**config.mk**
```make
export PLATFORM = sky130hd
export DESIGN_NAME = ahb_arbiter
export DESIGN_NICKNAME = d
export VERILOG_FILES = /design/src/rtl/ahb_arbiter.sv
export SDC_FILE = /design/constraint.sdc
export NUM_CORES = 1
export LEC_CHECK = 0
export ABC_AREA = 1
export BUFFER_PORTS_ARGS = -buffer_cell sky130_fd_sc_hd__buf_2
export CORE_MARGIN = 10
export CORE_UTILIZATION = 50
export CTS_CLUSTER_SIZE = 28
export DETAILED_ROUTE_END_ITERATION = 10
export HOLD_SLACK_MARGIN = 0.03
export PLACE_DENSITY = 0.77
export SETUP_SLACK_MARGIN = 0.3
export SYNTH_ARGS = -nofsm -noshare
export SYNTH_HDL_FRONTEND = slang
export SYNTH_SLANG_ARGS = --single-unit
export TNS_END_PERCENT = 10
```
**constraint.sdc**
```tcl
create_clock -name hclk -period 1.9 [get_ports hclk]
set_input_delay 0.38 -clock hclk [delete_from_list [all_inputs] [get_ports hclk]]
set_output_delay 0.38 -clock hclk [all_outputs]
set_load 0.03 [all_outputs]
```
**src/rtl/ahb_arbiter.sv**
```systemverilog
// ---------------------------------------------------------------------------
// ahb_arbiter -- AHB bus arbiter with parking, round-robin and burst hold.
//
// Parameters:
//   NUM_MASTERS  number of requesting masters (2..4)
//   PARK_MASTER  master granted when nobody requests
//
// Ports:
//   hclk       bus clock, all state updates on rising edge
//   hresetn    synchronous active-low reset
//   hbusreq    per-master bus request
//   hlock      per-master locked-transfer request
//   htrans     transfer type of the current address-phase owner
//   hready     slave ready; arbitration happens only when high
//   hgrant     one-hot grant (registered)
//   hmaster    address-phase owner index (registered)
//   hmastlock  address phase belongs to a locked sequence (registered)
//
// Build option: define AHB_ARBITER_LOCK_EN to honour hlock (grant held while
// the owner keeps hlock asserted). Without it hlock is ignored and hmastlock
// is constant 0.
// ---------------------------------------------------------------------------
module ahb_arbiter #(
    parameter int unsigned NUM_MASTERS = 4,
    parameter int unsigned PARK_MASTER = 0
) (
    input  logic                   hclk,
    input  logic                   hresetn,
    input  logic [NUM_MASTERS-1:0] hbusreq,
    input  logic [NUM_MASTERS-1:0] hlock,
    input  logic [1:0]             htrans,
    input  logic                   hready,
    output logic [NUM_MASTERS-1:0] hgrant,
    output logic [1:0]             hmaster,
    output logic                   hmastlock
);

    localparam int unsigned IDX_W = 2;
    localparam logic [1:0] HTRANS_BUSY = 2'b01;
    localparam logic [1:0] HTRANS_SEQ  = 2'b11;
    localparam logic [IDX_W-1:0] PARK_IDX = IDX_W'(PARK_MASTER);
    localparam logic [NUM_MASTERS-1:0] PARK_GRANT = NUM_MASTERS'(1) << PARK_MASTER;

    typedef enum logic {
        ST_PARK,
        ST_OWN
    } state_e;

    state_e                 state_q, state_d;
    logic [NUM_MASTERS-1:0] grant_q, grant_d;
    logic [IDX_W-1:0]       owner_q, owner_d;   // last owner == current grant index
    logic [IDX_W-1:0]       hmaster_q;
    logic                   hmastlock_q;

    // Requests padded to 4 bits so a 2-bit index is always in range.
    logic [3:0]       req4_c;
    logic [3:0]       lock4_c;
    logic [IDX_W-1:0] winner_c;
    logic             found_c;
    logic             hold_c;

    assign req4_c  = 4'(hbusreq);
    assign lock4_c = 4'(hlock);

`ifndef AHB_ARBITER_LOCK_EN
    logic unused_lock_c;
    assign unused_lock_c = ^lock4_c;
`endif

    // Round-robin search starting one past the last owner.
    always_comb begin
        logic [IDX_W-1:0] idx;
        winner_c = owner_q;
        found_c  = 1'b0;
        idx      = '0;
        for (int unsigned k = 1; k <= NUM_MASTERS; k++) begin
            idx = IDX_W'((32'(owner_q) + k) % NUM_MASTERS);
            if (!found_c && req4_c[idx]) begin
                winner_c = idx;
                found_c  = 1'b1;
            end
        end
    end

    // Next grant / state decision at hready boundaries.
    always_comb begin
        state_d = state_q;
        grant_d = grant_q;
        owner_d = owner_q;
        hold_c  = (htrans == HTRANS_BUSY) || (htrans == HTRANS_SEQ);
`ifdef AHB_ARBITER_LOCK_EN
        if (state_q == ST_OWN && lock4_c[owner_q]) begin
            hold_c = 1'b1;
        end
`endif
        if (hready && !hold_c) begin
            if (found_c) begin
                state_d = ST_OWN;
                owner_d = winner_c;
                grant_d = NUM_MASTERS'(1) << winner_c;
            end else begin
                state_d = ST_PARK;
                owner_d = PARK_IDX;
                grant_d = PARK_GRANT;
            end
        end
    end

    // State and output registers; hmaster trails the grant by one ready cycle.
    always_ff @(posedge hclk) begin
        if (!hresetn) begin
            state_q     <= ST_PARK;
            grant_q     <= PARK_GRANT;
            owner_q     <= PARK_IDX;
            hmaster_q   <= PARK_IDX;
            hmastlock_q <= 1'b0;
        end else begin
            state_q <= state_d;
            grant_q <= grant_d;
            owner_q <= owner_d;
            if (hready) begin
                hmaster_q <= owner_q;
`ifdef AHB_ARBITER_LOCK_EN
                hmastlock_q <= lock4_c[owner_q];
`else
                hmastlock_q <= 1'b0;
`endif
            end
        end
    end

    assign hgrant    = grant_q;
    assign hmaster   = hmaster_q;
    assign hmastlock = hmastlock_q;

endmodule

```
==> flow_metrics.env <==
export IMPL_routed_wl_um=1980
export IMPL_place_inst=146
export IMPL_hold_depth=2
export IMPL_crit_top_cell="nand2_4"
export IMPL_cts_hold_buf=0
export IMPL_synth_edf_count=0
export IMPL_drv_slew=0
export IMPL_ys_ff_latch=8
export IMPL_yosys_area_share_simple_pct=55.2
export IMPL_synth_commonest_cells="nand2_1 (50), nand2_2 (12), nand3_1 (10), a21oi_1 (9), inv_1 (9)"
export IMPL_synth_top_family_by_area="simple AND/OR/NAND/NOR gates"
export IMPL_die_area_mm2=0.00331
export IMPL_synth_cell_types=17
export IMPL_grt_max_degree=13
export IMPL_viasPerCell=5.18
export IMPL_yosys_area_share_xor_xnor_pct=0
export IMPL_stdcell_count=154
export IMPL_synth_top_area_share_pct=26.6
export IMPL_antenna_cells=0
export IMPL_p_int_uw=433
export IMPL_status="completed"
export IMPL_grtUsageTotal_pct=10.7
export IMPL_cts_buffer_depth=2
export IMPL_fin_tns_setup_ns=0
export IMPL_r2r_cells=12
export IMPL_netlist_instances=119
export IMPL_period_share_pct=81.7
export IMPL_hp_class="in2reg"
export IMPL_start_kind="flop"
export IMPL_rows=13
export IMPL_arrival_ns=1.75
export IMPL_hold_path_end="hmaster[0]"
export IMPL_synth_nets=132
export IMPL_routedWlPerCell_um=12.9
export IMPL_crit_type="reg2reg"
export IMPL_core_area_mm2=0.00132
export IMPL_grt_pass1_wl_um=2980
export IMPL_clock_sinks=8
export IMPL_setup_viol=0
export IMPL_switching_share_pct=46.8
export IMPL_syn_avg_cell_area_um2=5.92
export IMPL_synth_area_um2=704
export IMPL_crit_family="simple AND/OR/NAND/NOR gates"
export IMPL_antenna_found_initial=0
export IMPL_grt_remaining_overflow=0
export IMPL_first_pass_iters=4
export IMPL_period_needed_ns=1.55
export IMPL_numCtsBuffers=3
export IMPL_critPathRequiredTime_ns=2.10
export IMPL_pwr_density_cell_mw_per_mm2=840
export IMPL_cpMaxStageDelayCell="dfxtp_4"
export IMPL_r2r_slack_ns=0.35
export IMPL_yosysSeqAreaShare_pct=22.7
export IMPL_h_tree_depth=1
export IMPL_synth_top_flop_cell="dfxtp_1"
export IMPL_yosysWarnings=0
export IMPL_synth_compound_area_share_pct=10.3
export IMPL_worst_setup_path_end_kind="flop"
export IMPL_reg2reg_from="owner_q[0]"
export IMPL_power_clock_fraction_pct=16.1
export IMPL_cp_cell_sequence="buf_6 > nand2_2 > nand2_2 > nand2_4 > nand2_8 > nor2_8 > nand2_4 > nand2_4 > nand2_4 > nor2_4 > nand2_2 > a21oi_2"
export IMPL_worstPathMaxFanout=5
export IMPL_ir_worst_vdd_mv=0.540
export IMPL_finalHoldViolCount=0
export IMPL_drive_above_1_share_pct=47.5
export IMPL_fmax_mhz=644
export IMPL_maxCapViolCount=0
export IMPL_p_sw_uw=381
export IMPL_drc=0
export IMPL_io_buffers=13
export IMPL_critPathMaxStageDelay_ns=0.36
export IMPL_io_pins=20
export IMPL_clk_latency_ns=0.26
export IMPL_power_leakage_uw=0.000521
export IMPL_yosysMostFrequentCell="nand2_1"
export IMPL_grt_pass1_vias=753
export IMPL_worstHoldStart="hready"
export IMPL_synth_largest_area_cell="nand2_1"
export IMPL_path_clk_slew_ns=0.05
export IMPL_power_frac_comb_pct=59.8
export IMPL_nets=154
export IMPL_timing_rr_end="hgrant[3]"
export IMPL_place_congestion=0.865
export IMPL_skew_ns=0.00202
export IMPL_synthMuxAreaShare_pct=0
export IMPL_ant_nets=0
export IMPL_cp_num_buf_inv=1
export IMPL_vias=797
export IMPL_areaGrowthSynthToFinish_pct=37.7
export IMPL_drt_iter0_drc=5
export IMPL_p_seq_share_pct=24.1
export IMPL_dieWidth_um=57.5
export IMPL_start_util_pct=53.5
export IMPL_synth_async_reset_ratio_pct=0
export IMPL_synth_area_leaders="nand2_1 (27%), dfxtp_1 (23%), nand2_2 (11%)"
export IMPL_root_buffer="clkbuf_4"
export IMPL_hpwl_um=1310
export IMPL_cts_tree="yes"
export IMPL_die_height_um=57.5
export IMPL_rsz0062_at_grt="true"
export IMPL_synthAdderAreaFrac_pct=0
placed cells by master (no fill, tap or decap), types with 3 or more instances in the layout:
cell type,instances
nor2_1,3
clkbuf_4,3
nand2_2,14
buf_4,5
buf_2,14
dfxtp_1,6
nand2_1,39
nand3_1,6
o21ai_0,4
inv_1,9
nand2_4,11
a21oi_1,5
a21oi_2,4
nand3_2,4
state kept, by name (all words and copies together), names as in the netlist:
register / count
hmaster: 2
hgrant: 4
owner_q: 2
logic make-up (layout without fill, tap and decap cells):
logic type,after synthesis,count (layout)
buffers and inverters,16,36
flip-flops,8,8
AO/OA/AOI/OAI,14,14
AND/OR/NAND/NOR,80,80
other,1,1
through the flow:
stage                     power, uW  hold WS, ns  setup WS (ns)  util, %  area (um2)
after floorplan                 490        0.469          0.465        -         704
after CTS                       696        0.338          0.324     61.3         808
after global routing            880        0.358          0.223     73.6         970
final                           815        0.347          0.347     73.6         970
after detailed placement        555        0.447          0.262     59.0         777
after global placement          546        0.445          0.301     59.0         777
repair_timing:
item / 4_1_cts / 5_1_grt
pin swaps: 0 / 13
resized for setup: 4 / 33
gates cloned: 0 / 1
setup endpoints to repair: 6 / 6
buffers inserted: 0 / 4
worst register-to-register path, delay by kind of cell, from the launching register on:
family / cells / cell delay [ns]
AOI/OAI and AO/OA: 1 / 0.11
DFF: 1 / 0.36
and+or+nand+nor: 10 / 0.88
buffers and inverters: 1 / 0.14
layer usage:
metal / vias up / GRT usage, % / routed length (um)
li1: 410 / - / -
met1: 374 / 11.8 / 842
met2: 13 / 18.4 / 1040
met3: 0 / 5.53 / 100
met4: 0 / 1.01 / 0
met5: - / 0 / 0
power by group through the flow:
stage / clock [uW] / sequential [uW] / combinational, uW
after detailed placement: 0 / 197 / 358
after global routing: 146 / 197 / 538
after global placement: 0 / 196 / 350
after CTS: 137 / 195 / 364
final: 131 / 196 / 487
after floorplan: 0 / 217 / 273
layout make-up:
cell class / count / area [um2]
timing repair buffer: 21 / 130
fill: 103 / 348
multi-input combinational: 95 / 586
inverter: 12 / 47.5
sequential: 8 / 165
tap: 15 / 18.8
clock buffer: 3 / 22.5
how the worst max path moves through the flow:
stage	startpoint	endpoint	slack (ns)	depth (start not counted)
4_1_cts	owner_q[1]	owner_q[1]	0.32	11
3_3_place_gp	owner_q[1]	owner_q[1]	0.30	11
3_5_place_dp	owner_q[1]	owner_q[1]	0.26	11
5_1_grt	owner_q[0]	hgrant[2]	0.22	12
6_report	owner_q[0]	hgrant[3]	0.35	12
2_1_floorplan	owner_q[0]	owner_q[0]	0.46	12
Power figures use the tool's default switching activity.
